`src/rtl/tlb_op_ctrl.sv`:
```
// TLB maintenance sequencer: runs one TLBP/TLBR/TLBWI/TLBWR against the TLB ports
// per request and owns the CP0 Random and Wired counters.
package tlb_params;

   typedef struct packed {
      logic [18:0] virtual_page_number;
      logic [7:0]  asid;
      logic        is_odd_page;
   } search_request_t;

   typedef struct packed {
      logic [19:0] pfn;
      logic [2:0]  cache;
      logic        dirty;
      logic        valid;
   } tlb_page_t;

   typedef struct packed {
      logic [18:0] virtual_page_number;
      logic [7:0]  asid;
      logic        is_global;
      tlb_page_t   even_page;
      tlb_page_t   odd_page;
   } tlb_request_t;

   // index is wide enough for up to 256 entries; users keep the low IW bits
   typedef struct packed {
      logic         found;
      logic [7:0]   index;
      tlb_request_t entry;
   } search_result_t;

endpackage

module tlb_op_ctrl #(
   parameter int TLB_NUM = 16,
   localparam int IW = $clog2(TLB_NUM)
) (
   input  logic                        clock,
   input  logic                        reset_n,
   input  logic                        op_valid,
   output logic                        op_ready,
   input  logic [1:0]                  op_code,
   input  logic [IW-1:0]               op_index,
   input  tlb_params::search_request_t op_search,
   input  tlb_params::tlb_request_t    op_entry,
   output logic                        resp_valid,
   input  logic                        resp_ready,
   output logic [1:0]                  resp_op,
   output logic                        resp_probe_fail,
   output logic [IW-1:0]               resp_index,
   output tlb_params::tlb_request_t    resp_entry,
   input  logic                        wired_we,
   input  logic [IW-1:0]               wired_wdata,
   output logic [IW-1:0]               random_value,
   output logic [IW-1:0]               wired_value,
   output tlb_params::search_request_t tlb_search,
   input  tlb_params::search_result_t  tlb_search_result,
   output logic                        tlb_write_enabled,
   output logic [IW-1:0]               tlb_write_index,
   output tlb_params::tlb_request_t    tlb_write_data,
   output logic [IW-1:0]               tlb_read_index,
   input  tlb_params::tlb_request_t    tlb_read_data
);

   typedef enum logic [1:0] {
      IDLE = 2'd0,
      EXEC = 2'd1,
      RESP = 2'd2
   } state_t;

   localparam logic [1:0] OP_TLBP  = 2'd0;
   localparam logic [1:0] OP_TLBR  = 2'd1;
   localparam logic [1:0] OP_TLBWR = 2'd3;
   localparam logic [IW-1:0] TOP_INDEX = IW'(TLB_NUM - 1);

   state_t                      state;
   logic [1:0]                  op_q;
   logic [IW-1:0]               index_q;
   tlb_params::search_request_t search_q;
   tlb_params::tlb_request_t    entry_q;
   logic [IW-1:0]               random_q;
   logic [IW-1:0]               wired_q;

   logic unused_search_bits;
   assign unused_search_bits = ^{tlb_search_result.entry, tlb_search_result.index};

   assign op_ready        = (state == IDLE);
   assign resp_op         = op_q;
   assign random_value    = random_q;
   assign wired_value     = wired_q;
   assign tlb_search      = search_q;
   assign tlb_read_index  = index_q;
   assign tlb_write_index = index_q;
   assign tlb_write_data  = entry_q;

   // Random free-runs down to Wired and wraps to the top; a Wired write restarts it
   // from the top, and TLBWR samples it in the accept cycle before any such restart.
   always_ff @(posedge clock or negedge reset_n) begin
      if (!reset_n) begin
         state             <= IDLE;
         op_q              <= '0;
         index_q           <= '0;
         search_q          <= '0;
         entry_q           <= '0;
         random_q          <= TOP_INDEX;
         wired_q           <= '0;
         resp_valid        <= 1'b0;
         resp_probe_fail   <= 1'b0;
         resp_index        <= '0;
         resp_entry        <= '0;
         tlb_write_enabled <= 1'b0;
      end else begin
         if (wired_we || (random_q <= wired_q)) begin
            random_q <= TOP_INDEX;
         end else begin
            random_q <= random_q - 1'b1;
         end
         if (wired_we) begin
            wired_q <= wired_wdata;
         end

         case (state)
            IDLE: begin
               if (op_valid) begin
                  op_q              <= op_code;
                  search_q          <= op_search;
                  entry_q           <= op_entry;
                  index_q           <= (op_code == OP_TLBWR) ? random_q : op_index;
                  tlb_write_enabled <= op_code[1];
                  state             <= EXEC;
               end
            end
            EXEC: begin
               tlb_write_enabled <= 1'b0;
               resp_valid        <= 1'b1;
               state             <= RESP;
               case (op_q)
                  OP_TLBP: begin
                     resp_probe_fail <= ~tlb_search_result.found;
                     resp_index      <= tlb_search_result.found ?
                                        tlb_search_result.index[IW-1:0] : '0;
                     resp_entry      <= '0;
                  end
                  OP_TLBR: begin
                     resp_probe_fail <= 1'b0;
                     resp_index      <= index_q;
                     resp_entry      <= tlb_read_data;
                  end
                  default: begin
                     resp_probe_fail <= 1'b0;
                     resp_index      <= index_q;
                     resp_entry      <= '0;
                  end
               endcase
            end
            RESP: begin
               if (resp_ready) begin
                  resp_valid <= 1'b0;
                  state      <= IDLE;
               end
            end
            default: begin
               resp_valid        <= 1'b0;
               tlb_write_enabled <= 1'b0;
               state             <= IDLE;
            end
         endcase
      end
   end

endmodule

```
`config.mk`:
```
export PLATFORM = sky130hd
export DESIGN_NAME = tlb_op_ctrl
export DESIGN_NICKNAME = d
export VERILOG_FILES = /design/src/rtl/tlb_op_ctrl.sv
export SDC_FILE = /design/constraint.sdc
export NUM_CORES = 1
export LEC_CHECK = 0
export CORE_AREA = 2 2 192 194
export DETAILED_ROUTE_END_ITERATION = 8
export DIE_AREA = 0 0 194 196
export PLACE_DENSITY = 0.49
export REMOVE_ABC_BUFFERS = 1
export SETUP_SLACK_MARGIN = 0.3
export SLEW_MARGIN = 20
export SYNTH_ARGS = -nofsm -noshare
export SYNTH_HDL_FRONTEND = slang
export SYNTH_SLANG_ARGS = --single-unit
```
`constraint.sdc`:
```
create_clock -name clock -period 1.98 [get_ports clock]
set_input_delay 0.198 -clock clock [delete_from_list [all_inputs] [get_ports clock]]
set_output_delay 0.198 -clock clock [all_outputs]
set_load 0.02 [all_outputs]
```
==> summary by stage, run 1 <==
Routing
The vias per cell is 4.06. The number of remaining DRC errors is 0. The via count is 5756.

The starting DRC count in detailed routing is 110. Dividing the detail-routed wire length by the instance count gives 17.4 µm. The number of antenna-violating nets in the routed design is 0. The wire length reported by the detailed router is 24700 µm. The detailed-routing iteration count for the pre-antenna-repair pass is 4.

Floorplanning
The number of placement rows is 70. The initial utilization of the core area, before any placement, comes to 0.214. The horizontal extent of the die is about 190 µm. Pin placement for this block handled 496 I/O pins.

In this run the standard cell core region covers 36100 µm². The die footprint is roughly 38000 µm². The die extent in y is 196 µm.

GRT
The first global-routing pass estimated 37600 µm of wire. Entering global routing, the biggest net connects between 70 and 80 pins. The total global routing overflow is 0. The number of global-route vias before repair is ~6000.

The number of antenna violations at the first check in global routing came to 1. The all-layer global routing usage is 0.126.

Clock tree
The TritonCTS sink count is between 200 and 250. The maximum number of buffers from clock root to sink is 3. The H-tree depth reported by CTS is 1. The clock tree root buffer cell is sky130_fd_sc_hd__clkbuf_16. The clock reaches the later pin of the worst-skew pair after 0.53 ns. The CTS buffer count is 25. The TritonCTS clock tree is yes. The clock-pin slew on the worst setup and hold paths is 0.06 ns.

Timing
The tightest hold path in the finished design has a slack of 0.240 ns. The fmax is 619 MHz. Setup repair after global routing could not meet its margin everywhere.

The largest clock skew in the final design is between 0.015 and 0.02 ns. The setup TNS is 0 ns. The count of pins over their slew limit was 0. Setup violations remaining at the end of the flow were counted as 0. The final clock period utilization by the worst path is 0.816.

For the pin with the worst max-slew slack, the measured transition is just under 0.6 ns. The normalized max-slew margin is 0.613. The smallest clock period supported by the final layout is computed as 1.62 ns. The final hold violation count came to 0.

Placed design
Once detailed placement completed, the half-perimeter wirelength came to 18000 µm. The area of placed instances is about 13000 µm². The last weighted congestion value of the routability-driven placer is roughly 0.72. The count of buffers from port buffering is 413.

Layout
In the final layout, the multi-input gates occupy 2360 µm². The post-route cell area is between 10000 and 15000 µm². Compared with the post-synthesis result, the final layout area differs by 70.5%.

The total area of sequential cells is between 5000 and 6000 µm². At the end of the flow, the number of nets in the layout was approximately 1200. The filler cell count is 3624. The number of antenna diodes in the final layout is 0. The fraction of layout instances using a drive strength above 1 is 0.195.

Pwr
The switching part of the total power is 0.374. The total power is 21200 µW. In this run the static leakage power is 0.00610 µW. The total net switching power is 7910 µW. Of the total power, the clock network draws 0.213. The power density of the placed cells is 1600 nW/µm². The internal power of the cells is 13300 µW. The share of total power dissipated in combinational logic is 0.443. IR analysis of the VDD net gives a maximum drop of slightly above 0.7 mV. The share of total power dissipated in sequential elements is 0.344.

Synthesis
During synthesis, Yosys emitted a total of 0 warnings. Summed over all instances, the cell type with the most area after synthesis is sky130_fd_sc_hd__dfrtp_1. The distinct cell type count of the synthesized netlist is 29.

After synthesis, the share of flip-flops with an asynchronous set or reset is 1.00. The share of synthesized area in the top cell type comes to 0.656. The commonest cells after synthesis are 203 x sky130_fd_sc_hd__dfrtp_1, 109 x sky130_fd_sc_hd__mux2_2, 78 x sky130_fd_sc_hd__a22o_1. Synthesis handed over a netlist of about 500 instances. The netlist area before placement is 7740 µm². Among all flip-flop cells after synthesis, the most frequent one is sky130_fd_sc_hd__dfrtp_1. Yosys instantiated no cell more often than sky130_fd_sc_hd__dfrtp_1. Averaged over all synthesized cells, the footprint is 15.4 µm². In this run, synthesis produced a sequential element count of 207.

Of the synthesized area, sequential elements account for 0.670. Yosys mapped a number of flops with a built-in enable equal to 0. By area the synthesized netlist is led by sky130_fd_sc_hd__dfrtp_1 66%, sky130_fd_sc_hd__mux2_2 16%, sky130_fd_sc_hd__a22o_1 8.8%.

Worst setup path
The slowest stage of the critical path belongs to the cell sky130_fd_sc_hd__dfstp_2. The largest incremental delay on the critical path is 0.58 ns. The biggest fanout along the worst timing path is 5. The type of element capturing the critical path is a primary output. The data required time of the critical path is between 1.5 and 2 ns.

Data on the critical path arrives at its endpoint at ~1.4 ns. Together, buffers and inverters on the worst path number 1. The worst setup path is of the flop to primary output kind. The worst setup path is launched from a flop. The critical path goes through clkdlybuf4s15_1.

The family with the most delay on the worst path is flip-flops.

Hold path
The class of the tightest hold or removal check is input pin to asynchronous set/reset pin.

Job
The tool flagged a number of max-cap violations equal to 0.

Status
The flow ran to the end, and the final reports show no timing, DRC or antenna violations.
## layer usage
metal | routed length [µm] | track usage
met4 | 444 | 0.0340
met3 | 2570 | 0.0511
met2 | 11300 | 0.203
met5 | 0 | 0
met1 | 10300 | 0.157
## registers in the layout (all words and copies together), names as in the netlist
name and count:
resp_probe_fail 1, tlb_write_data 78, resp_op 2, tlb_read_index 4, tlb_write_enabled 1, wired_value 4
random_value 4, resp_entry 78, resp_valid 1, tlb_search 28, state 2, resp_index 4
## through the flow
stage	std cells	worst slack, ns	util
2_1_floorplan	467	-7.90	-
3_3_place_gp	1366	0.167	0.348
3_5_place_dp	1366	0.156	0.348
4_1_cts	1410	0.258	0.363
5_1_grt	1416	0.295	0.366
6_report	1416	0.363	0.366
## power groups by stage
stage / sequential, µW / clock, µW / combinational [µW]
3_5_place_dp: 7430 / 0 / 10900
2_1_floorplan: 8270 / 0 / 1800
4_1_cts: 7330 / 4690 / 9440
3_3_place_gp: 7410 / 0 / 10800
6_report: 7280 / 4500 / 9380
5_1_grt: 7600 / 4870 / 9970
## final cells by class
cell class                      instances  area share
Timing Repair Buffer                  438       0.322
Multi-Input combinational cell        255       0.179
Tap cell                              468      0.0444
Clock buffer                           34      0.0530
Clock inverter                          9     0.00759
Sequential cell                       207       0.393
Inverter                                5     0.00142
## placed cells by master (no fill, tap or decap), drive strengths merged, types with 8 or more instances in the layout
cell type and count:
dlygate4sd2 203, dfrtp 203, clkdlybuf4s50 202, mux2 109, a22o 78, clkbuf 39
buf 22, nor2 12, o21ai 9, nand2 8
## final timing paths
path                            startpoint  slack [ns]                  to  depth (start not counted)
setup / recovery           random_value[0]        0.36     random_value[0]                          1
hold / removal                     reset_n        0.24  tlb_write_data[69]                          2
setup reg to reg                  state[1]        0.38      resp_entry[38]                          4
hold reg to reg            resp_probe_fail        0.47     resp_probe_fail                          2
max in group asynchronous          reset_n        1.07      resp_entry[76]                          3
min in group clock          wired_wdata[2]        0.24      wired_value[2]                          3
## logic make-up after synthesis
logic type	count (synthesis)	synth area share
simple gates	31	0.0188
mux	114	0.165
buf+inv	41	0.0276
fa+ha+maj	5	0.00808
compound gates	103	0.108
xor+xnor	2	0.00226
flops	207	0.670
## timing repair
item | 4_1_cts | 5_1_grt
setup buffers | 0 | 5
endpoints found under the setup margin | 210 | 110
gates resized for setup | 215 | 10
hold buffers | 1 | 0
pin swaps | 0 | 1
endpoints found under the hold margin | 46 | 0
cloned | 0 | 1
(Power assumes the default switching activity.)
==> run 2: changes to the inputs <==
- clock period: 1.98 -> 1.5 ns (I/O delays scaled with it)
==> summary by stage, run 2 (synthesis results as in run 1) <==
GRT
The maximum number of pins on one net before global-route repair is 81 (+2.5%). The total global routing overflow is 0 (unchanged). The number of antenna violations at the first check in global routing is 0 (-1). The number of global-route vias before repair was 6601 (+7.0%). The all-layer global routing usage was 0.127 (+0.000520).

The wire length of the first global-routing pass is 38400 µm (+2.0%).

Routing
The wire length on met1 came to 10300 µm (-0.54%). The vias per cell is 4.09 (+0.65%). The routed length per instance is 17.3 µm (-0.66%). The wire length on met3 is 2650 µm (+3.1%). The detailed route wirelength on metal2 is 11900 µm (+5.4%). The number of remaining DRC errors was 0 (unchanged). The detailed router used layers up to and including met4.

The detailed-routing iteration count for the pre-antenna-repair pass is 4 (unchanged). The via count is 5965 (+3.6%). The wire length reported by the detailed router is 25200 µm (+2.3%). The starting DRC count in detailed routing is 78 (-29%). The number of antenna-violating nets in the routed design came to 0 (unchanged).

Pwr
The total power is 30800 µW (+45%). The highest ir drop seen on vdd is 1.08 mV (+49%). The power density of the placed cells is 2210 nW/µm² (+38%). The static leakage power is 0.00633 µW (+3.7%).

Placed design
The count of buffers from port buffering is 413 (unchanged). The total placed cells including tap cells came to 1389 (+1.7%). The last weighted congestion value of the routability-driven placer is 0.751 (+4.7%). The worst setup slack before clock tree synthesis came to -0.294 ns (-0.450 ns). The detailed placer's ending HPWL is 18400 µm (+2.3%). The area of placed instances is 12700 µm² (+1.5%).

Job
The count of maximum capacitance violations is 0 (unchanged).

Timing
Setup repair after global routing could not meet its margin everywhere. The worst setup slack after layout is -0.0441 ns (-0.407 ns). The final critical-path required period is 1.54 ns.

The largest clock skew in the final design is 0.0237 ns (+0.00869 ns). The normalized max-slew margin is 0.715 (+0.102). The final hold violation count came to 0 (unchanged). The count of pins over their slew limit came to 0 (unchanged). Dividing the final minimum period by the clock period gives 1.03. The final setup violation count is 58 (+58). For this run, the top clock speed supported by timing is 648 MHz.

The actual slew at the worst max-slew pin came to 0.427 ns (-0.152 ns).

Worst setup path
The worst setup path is launched from a flop. The biggest fanout along the worst timing path came to 23 (+18). The type of element capturing the critical path is a flop. The data required time of the critical path is 1.89 ns (+0.11 ns). The type of the worst setup path is flop to flop.

The data arrival time of the critical path is 1.94 ns (+0.52 ns).

Layout
The post-route cell area came to 13900 µm² (+5.6%). The post-layout net count was 1264 (+3.4%). The total inserted antenna cells was 0 (unchanged). The library cells used most frequently in the layout, excluding fill and tap cells, are 202 x sky130_fd_sc_hd__clkdlybuf4s50_1, 202 x sky130_fd_sc_hd__dfrtp_1, 147 x sky130_fd_sc_hd__buf_6, 94 x sky130_fd_sc_hd__mux2_2, 78 x sky130_fd_sc_hd__a22o_1. The filler cell count is 3587 (-1.0%). The fraction of layout instances using a drive strength above 1 came to 0.380 (+0.185).

The post-layout instance count excluding filler cells came to 1458 (+3.0%). The signed area change from the synthesized netlist to the final layout is 80.0%.

Floorplanning
The core outline area was 36100 µm² (unchanged). The I/O pin count came to 496 (unchanged). The die footprint is 38000 µm² (unchanged). The initial core utilization came to 0.214 (unchanged). The horizontal extent of the die is 194 µm (unchanged).

The die extent in y is 196 µm (unchanged). The number of placement rows came to 70 (unchanged).

Clock tree
The TritonCTS sink count is 207 (unchanged). The H-tree depth reported by CTS is 1 (unchanged). The maximum number of buffers from clock root to sink is 3 (unchanged). The CTS buffer count is 25 (unchanged). The clock insertion delay at the later pin of the skew report was 0.53 ns (about the same). TritonCTS built the clock tree.

The clock-pin slew on the worst setup and hold paths is 0.06 ns (about the same). The clock tree root buffer cell is sky130_fd_sc_hd__clkbuf_16.

Status
The final reports fail on setup timing. The run finished, with violations left.

Hold path
The min-delay analysis places its worst path in the category input pin to asynchronous set/reset pin.
## run 2: changes by cell type in the layout (fill, tap and decap cells not counted), sizes merged
cell and delta:
buf +194, clkinvlp -2, dlygate4sd2 -145, clkinv -2
inv +1, bufinv -1, clkbuf +1, clkdlybuf4s15 -2
dlymetal6s2s -2
## run 2: metrics by stage
stage | hold slack [ns] | utilization | setup TNS (ns)
after global routing | 0.134 | 0.386 | -7.25
after floorplan | -0.146 | - | -1184.17
after detailed placement | 0.131 | 0.353 | -28.12
after CTS | 0.117 | 0.384 | -2.94
after global placement | 0.131 | 0.353 | -26.41
final | 0.139 | 0.386 | -1.05
## run 2: routing by layer
layer	GRT usage	vias up
li1	-	2774
met1	0.151	2859
met2	0.214	300
met3	0.0524	32
met4	0.0297	0
met5	0	-
## run 2: repair_timing
action | CTS | global route
setup buffers | 22 | 2
hold buffers | 1 | 0
hold endpoints to repair | 203 | 0
setup endpoints to repair | 406 | 409
pin swaps | 7 | 6
gates resized for setup | 973 | 17
## run 2: final cells by class
cell class                 count  area (µm²)  area share
clock buffer                  39         758      0.0544
sequential                   207        5190       0.372
timing repair buffer         479        4890       0.351
tap                          468         586      0.0420
clock inverter                 5        53.8     0.00386
inverter                       5        18.8     0.00135
multi-input combinational    255        2440       0.175
## run 2: worst paths after layout
path / from / slack [ns] / end / cells after the start
hold / removal: reset_n / 0.14 / tlb_write_data[2] / 2
hold reg to reg: resp_probe_fail / 0.47 / resp_probe_fail / 2
setup reg to reg: state[1] / -0.04 / tlb_write_data[73] / 4
setup / recovery: state[1] / -0.04 / tlb_write_data[73] / 4
min in group clock: wired_wdata[2] / 0.21 / wired_value[2] / 3
max in group asynchronous: reset_n / 0.74 / resp_entry[61] / 3
## run 2: worst max-delay path, cell delays in order (launching register included)
cell and delay, ns:
sky130_fd_sc_hd__dfrtp_1 0.42, sky130_fd_sc_hd__nor3b_4 0.26, sky130_fd_sc_hd__buf_12 0.19, sky130_fd_sc_hd__buf_12 0.18
sky130_fd_sc_hd__mux2_2 0.35
## run 2: power by group
group	switching (µW)	total, µW	internal, µW
sequential	1830	10100	8240
combinational	6870	14700	7880
clock	2330	5940	3610
total	11000	30800	19700
